### src/rtl/mul_div_unit_pkg.sv
// Shared definitions for the iterative RV32M multiply/divide unit.
package mul_div_unit_pkg;

    localparam int unsigned XLEN  = 32;
    localparam int unsigned CNT_W = 6;
    localparam int unsigned ACC_W = 2 * XLEN;
    localparam int unsigned OP_W  = 5;

    // ALU_OP codes shared with the control unit and the ALU
    localparam logic [OP_W-1:0] ALU_MUL    = 5'b01000;
    localparam logic [OP_W-1:0] ALU_MULH   = 5'b01001;
    localparam logic [OP_W-1:0] ALU_MULHSU = 5'b01010;
    localparam logic [OP_W-1:0] ALU_MULHU  = 5'b01011;
    localparam logic [OP_W-1:0] ALU_DIV    = 5'b01100;
    localparam logic [OP_W-1:0] ALU_DIVU   = 5'b01101;
    localparam logic [OP_W-1:0] ALU_REM    = 5'b01110;
    localparam logic [OP_W-1:0] ALU_REMU   = 5'b01111;

    // Low three bits of an M-op code
    typedef enum logic [2:0] {
        MOP_MUL    = 3'b000,
        MOP_MULH   = 3'b001,
        MOP_MULHSU = 3'b010,
        MOP_MULHU  = 3'b011,
        MOP_DIV    = 3'b100,
        MOP_DIVU   = 3'b101,
        MOP_REM    = 3'b110,
        MOP_REMU   = 3'b111
    } mop_e;

    // Context captured at accept time and used for the final sign fixup
    typedef struct packed {
        mop_e op;
        logic neg;
    } op_ctx_t;

    function automatic logic is_mop(input logic [OP_W-1:0] op);
        return op[4:3] == 2'b01;
    endfunction

    function automatic logic [XLEN-1:0] cond_neg32(input logic n, input logic [XLEN-1:0] x);
        return n ? (~x + XLEN'(1)) : x;
    endfunction

    function automatic logic [ACC_W-1:0] cond_neg64(input logic n, input logic [ACC_W-1:0] x);
        return n ? (~x + ACC_W'(1)) : x;
    endfunction

endpackage

### src/rtl/mul_div_step.sv
// One radix-2 iteration: shift-add for multiply, shift-subtract-restore for divide.
module mul_div_step
    import mul_div_unit_pkg::*;
(
    input  logic             is_div,
    input  logic [ACC_W-1:0] acc_in,
    input  logic [XLEN-1:0]  opnd,
    output logic [ACC_W-1:0] acc_out
);

    logic [XLEN:0] sum;
    logic [XLEN:0] rem_sh;
    logic [XLEN:0] diff;

    // Multiply: acc = {hi, multiplier}; divide: acc = {remainder, dividend/quotient}
    always_comb begin
        acc_out = '0;
        sum     = {1'b0, acc_in[ACC_W-1:XLEN]} + (acc_in[0] ? {1'b0, opnd} : '0);
        rem_sh  = acc_in[ACC_W-1:XLEN-1];
        diff    = rem_sh - {1'b0, opnd};
        if (is_div) begin
            if (!diff[XLEN]) begin
                acc_out = {diff[XLEN-1:0], acc_in[XLEN-2:0], 1'b1};
            end else begin
                acc_out = {rem_sh[XLEN-1:0], acc_in[XLEN-2:0], 1'b0};
            end
        end else begin
            acc_out = {sum, acc_in[XLEN-1:1]};
        end
    end

endmodule

### src/rtl/mul_div_unit.sv
// Iterative RV32M multiply/divide unit; stalls the pipeline via BUSY until RESULT is ready.
module mul_div_unit
    import mul_div_unit_pkg::*;
(
    input  logic            CLK,
    input  logic            RESET,
    input  logic            START,
    input  logic [OP_W-1:0] ALU_OP,
    input  logic [XLEN-1:0] DATA1,
    input  logic [XLEN-1:0] DATA2,
    input  logic            FLUSH,
    output logic [XLEN-1:0] RESULT,
    output logic            DONE,
    output logic            BUSY
);

    typedef enum logic [1:0] {
        ST_IDLE = 2'd0,
        ST_RUN  = 2'd1,
        ST_FIN  = 2'd2
    } state_e;

    state_e           state_q, state_d;
    logic [CNT_W-1:0] cnt_q, cnt_d;
    logic [ACC_W-1:0] acc_q, acc_d;
    logic [XLEN-1:0]  opnd_q, opnd_d;
    op_ctx_t          ctx_q, ctx_d;
    logic [XLEN-1:0]  result_d;
    logic             done_d;

    logic             accept;
    logic             in_div, a_signed, b_signed, a_neg, b_neg, in_neg;
    logic [XLEN-1:0]  mag1, mag2;
    logic             fast_hit;
    logic [XLEN-1:0]  fast_val;
    logic             run_div, run_rem;
    logic [ACC_W-1:0] step_acc, prod;
    logic [XLEN-1:0]  fix_val;

    // Operand decode, magnitudes and early-out cases for a newly presented op
    always_comb begin
        accept   = START && is_mop(ALU_OP) && !FLUSH;
        in_div   = ALU_OP[2];
        a_signed = in_div ? !ALU_OP[0] : (ALU_OP[1:0] != 2'b11);
        b_signed = in_div ? !ALU_OP[0] : !ALU_OP[1];
        a_neg    = a_signed && DATA1[XLEN-1];
        b_neg    = b_signed && DATA2[XLEN-1];
        mag1     = cond_neg32(a_neg, DATA1);
        mag2     = cond_neg32(b_neg, DATA2);
        in_neg   = (in_div && ALU_OP[1]) ? a_neg : (a_neg ^ b_neg);
        fast_hit = 1'b0;
        fast_val = '0;
        if (!in_div) begin
            fast_hit = (DATA1 == '0) || (DATA2 == '0);
        end else if (DATA2 == '0) begin
            fast_hit = 1'b1;
            fast_val = ALU_OP[1] ? DATA1 : '1;
        end else if (!ALU_OP[0] && (DATA1 == {1'b1, {(XLEN-1){1'b0}}}) && (DATA2 == '1)) begin
            fast_hit = 1'b1;
            fast_val = ALU_OP[1] ? '0 : {1'b1, {(XLEN-1){1'b0}}};
        end
    end

    mul_div_step u_step (
        .is_div  (run_div),
        .acc_in  (acc_q),
        .opnd    (opnd_q),
        .acc_out (step_acc)
    );

    // Sign fixup and result selection on the final iteration
    always_comb begin
        run_div = ctx_q.op inside {MOP_DIV, MOP_DIVU, MOP_REM, MOP_REMU};
        run_rem = ctx_q.op inside {MOP_REM, MOP_REMU};
        prod    = cond_neg64(ctx_q.neg, step_acc);
        if (run_div) begin
            fix_val = cond_neg32(ctx_q.neg, run_rem ? step_acc[ACC_W-1:XLEN] : step_acc[XLEN-1:0]);
        end else begin
            fix_val = (ctx_q.op == MOP_MUL) ? prod[XLEN-1:0] : prod[ACC_W-1:XLEN];
        end
    end

    // Next-state, datapath updates and BUSY
    always_comb begin
        state_d  = state_q;
        cnt_d    = cnt_q;
        acc_d    = acc_q;
        opnd_d   = opnd_q;
        ctx_d    = ctx_q;
        result_d = RESULT;
        done_d   = 1'b0;
        BUSY     = 1'b0;
        case (state_q)
            ST_IDLE: begin
                if (accept) begin
                    BUSY      = 1'b1;
                    ctx_d.op  = mop_e'(ALU_OP[2:0]);
                    ctx_d.neg = in_neg;
                    cnt_d     = '0;
                    if (fast_hit) begin
                        result_d = fast_val;
                        done_d   = 1'b1;
                        state_d  = ST_FIN;
                    end else begin
                        acc_d   = {{XLEN{1'b0}}, (in_div ? mag1 : mag2)};
                        opnd_d  = in_div ? mag2 : mag1;
                        state_d = ST_RUN;
                    end
                end
            end
            ST_RUN: begin
                BUSY  = 1'b1;
                acc_d = step_acc;
                cnt_d = cnt_q + CNT_W'(1);
                if (cnt_q == CNT_W'(XLEN-1)) begin
                    result_d = fix_val;
                    done_d   = 1'b1;
                    state_d  = ST_FIN;
                end
            end
            ST_FIN: begin
                state_d = ST_IDLE;
            end
            default: begin
                state_d = ST_IDLE;
            end
        endcase
        if (FLUSH) begin
            state_d  = ST_IDLE;
            done_d   = 1'b0;
            result_d = RESULT;
            BUSY     = 1'b0;
        end
    end

    // State and datapath registers
    always_ff @(posedge CLK) begin
        if (!RESET) begin
            state_q <= ST_IDLE;
            cnt_q   <= '0;
            acc_q   <= '0;
            opnd_q  <= '0;
            ctx_q   <= '0;
            RESULT  <= '0;
            DONE    <= 1'b0;
        end else begin
            state_q <= state_d;
            cnt_q   <= cnt_d;
            acc_q   <= acc_d;
            opnd_q  <= opnd_d;
            ctx_q   <= ctx_d;
            RESULT  <= result_d;
            DONE    <= done_d;
        end
    end

endmodule

### config.mk
export PLATFORM = sky130hd
export DESIGN_NAME = mul_div_unit
export DESIGN_NICKNAME = d
export VERILOG_FILES = /design/src/rtl/mul_div_unit_pkg.sv /design/src/rtl/mul_div_step.sv /design/src/rtl/mul_div_unit.sv
export SDC_FILE = /design/constraint.sdc
export NUM_CORES = 1
export LEC_CHECK = 0
export CAP_MARGIN = 0
export CORE_ASPECT_RATIO = 0.7
export CORE_MARGIN = 1.5
export CORE_UTILIZATION = 30
export CTS_CLUSTER_DIAMETER = 30
export DETAILED_ROUTE_END_ITERATION = 10
export GPL_TIMING_DRIVEN = 0
export PLACE_DENSITY = 0.49
export SLEW_MARGIN = 20
export SYNTH_ARGS = -nofsm -noshare
export SYNTH_HDL_FRONTEND = slang
export SYNTH_SLANG_ARGS = --single-unit
### constraint.sdc
create_clock -name CLK -period 11.1 [get_ports CLK]
set_clock_uncertainty 0.05 [all_clocks]
set_input_delay 2.22 -clock CLK [delete_from_list [all_inputs] [get_ports CLK]]
set_output_delay 2.22 -clock CLK [all_outputs]
set_load 0.05 [all_outputs]
==> results_dict.tcl <==
set metrics [dict create \
    nNetsFinal 2769 \
    final_area_um2 19600 \
    p_leak_nw 7.32 \
    drive_above_1_share_pct 4.40 \
    final.setup.tns_ns 0 \
    irDropWorstVdd_v 0.000121 \
    syn2layout_area_growth_pct 15.5 \
    wl_met3_um 16300 \
    final_cell_mix "nand2_1 (301), o21ai_0 (249), nor2_1 (210), a21oi_1 (205), dfxtp_1 (141)" \
    finalHoldViolCount 0 \
    initial_utilization_pct 30.5 \
    cts_root_buf "clkbuf_16" \
    slew_headroom_pct 11.8 \
    synth-async-reset-ratio_pct 0 \
    dr_wl_met2_um 41000 \
    cts.clk_slew.worst_paths_ns 0.08 \
    dieArea_um2 57900 \
    vias_per_cell 6.46 \
    status "complete, no violations" \
    place_area_um2 18900 \
    clk_latency_ns 0.47 \
    postCtsSetupBuffers 0 \
    chipWidth_um 287 \
    ys_ff_latch 141 \
    timing.max_cap.violations 0 \
    grt_pass1_vias 19200 \
    syn_inst 2499 \
    vias 21800 \
    core_area_um2 55500 \
    avgSynthCellArea_um2 6.78 \
    grt_max_degree 17 \
    reg2reg_depth 24 \
    routedLengthMet1_um 56000 \
    synth_cell_type_count 92 \
    cellPowerDensity_nw_per_um2 98.0 \
    synth_ff_type "dfxtp_1" \
    io_buffers 104 \
    top_layer_used "met5" \
    hold_buffers 0 \
    hold_path_depth 1 \
    layout_commonest_cell "nand2_1" \
    cts_max_level 4 \
    cp_max_fo 10 \
    row_count 72 \
    cp-start-kind "flop" \
    cts_buffer_depth 2 \
    synth_nets 2644 \
    synth_area_leader_cell "dfxtp_1" \
    tightestPinTransition_ns 1.29 \
    io_pins 107 \
    wirelength_um 116000 \
    synth.top_cell.area_share_pct 16.7 \
    rsz0062_at_grt "no" \
    final_max_slew_viol_count 0 \
    place_hpwl_um 97500 \
    grt_pass1_wl_um 157000 \
    ys_seq_area_share_pct 16.7 \
    grt.total_usage_pct 38.9 \
    ys_warn_count 0 \
    synth-edff-count 0 \
    grt-ovfl-total 0 \
    fmax_ghz 0.119 \
    wl_per_cell_um 34.3 \
    ant_nets 0 \
    p_total_w 0.00192 \
    synth.area.top_cells "dfxtp_1 (17%), o21ai_0 (7.4%), nand2_1 (6.7%), a21oi_1 (6.1%), ha_1 (5.2%)" \
    cts.sinks 141 \
    worstSetupPathType "reg -> reg" \
    gp_congestion 1.05 \
    synth_area_um2 16900 \
    drt_first_pass_iters 6 \
    drt_iter0_drc 3548 \
    setup_viol 0 \
    cts_tree "done" \
    cp.required_ns 11.47 \
    worstSetupEndpointType "flop" \
    numCtsBuffers 17 \
    period_needed_ns 8.38 \
    fin_util_pct 35.3 \
    period_share_pct 75.5 \
    drc 0 \
    post_cts_resized 0 \
    crit_arrival_ns 8.75 \
    die_height_um 202 \
    fillCellCount 6186 \
    min-delay-path-class "reg -> reg" \
    antenna_found_initial 10 \
]
layout make-up:
type                    instances  area, µm²  share of cell area [%]
inverters                      62        233                    1.19
clock buffers                  19        443                    2.26
flip-flops and latches        141       2820                    14.4
clock inverters                13        180                   0.921
repair buffers                106       1050                    5.38
multi-input cells            2135      13200                    67.7
diodes                          2       5.00                  0.0256
plain buffers                 161        656                    3.35
well taps                     740        926                    4.73
power by group:
| part | total (W) | switching [W] | internal, W |
|---|---|---|---|
| Sequential | 0.000531 | 0.0000175 | 0.000513 |
| Combinational | 0.000731 | 0.000530 | 0.000201 |
| Clock | 0.000655 | 0.000289 | 0.000366 |
| Total | 0.00192 | 0.000836 | 0.00108 |
worst paths after layout:
check	from	end	slack, ns
max reg2reg	acc_q[31]	RESULT[6]	2.72
min reg2reg	cnt_q[3]	cnt_q[3]	0.46
min	cnt_q[3]	cnt_q[3]	0.46
max	acc_q[31]	RESULT[6]	2.72
critical path, cell delays in order (launching register included):
cell and delay (ns):
dfxtp_1 0.55, inv_1 0.17, ha_1 0.31, inv_1 0.09, fa_1 0.24, a211oi_1 0.13, or3_4 0.44, a211oi_4 0.42
o21a_1 0.29, o31ai_4 0.14, buf_4 0.30, buf_6 0.20, a22oi_1 0.35, ha_1 0.39, o211ai_1 0.45, nor4_1 0.91
nand3_1 0.20, or2_2 0.33, clkbuf_1 0.29, nor3_1 0.32, nor3_1 0.07, o21ai_0 0.19, a31oi_1 0.28, a2111oi_0 0.96
or2_2 0.23
cells in the mapped netlist (all sizes together) (64+ instances only):
library cell,number
a21oi,206
and2,85
clkbuf,122
dfxtp,141
ha,70
nand2,304
nand3,98
nor2,210
nor3,64
o21ai,257
xnor2,83
xor2,77
state kept, by name, indices dropped and copies added, names as in the netlist:
register	count
state_q	2
ctx_q	4
opnd_q	32
DONE	1
acc_q	64
cnt_q	6
RESULT	32
routing by layer:
metal	vias up	track usage [%]
li1	9409	-
met1	10800	62.6
met2	1513	47.7
met3	114	12.2
met4	2	8.70
met5	-	0
stage by stage:
| stage | std cells | hold WS [ns] | setup slack (ns) |
|---|---|---|---|
| detailed placement | 3345 | 0.437 | 2.85 |
| global placement | 3343 | 0.416 | 2.78 |
| CTS | 3377 | 0.446 | 3.14 |
| global route | 3377 | 0.490 | 2.83 |
| floorplan | 2499 | 0.395 | 5.25 |
| finish | 3379 | 0.456 | 2.72 |
logic make-up after synthesis:
group	after synthesis	synth area share, %
buffers and inverters	223	5.24
DFF	141	16.7
AOI/OAI and AO/OA	839	31.4
and+or+nand+nor	997	29.0
xor gates and xnor gates	160	8.27
adders and majority gates	72	5.41
muxes	67	4.02
(Power assumes the default switching activity.)
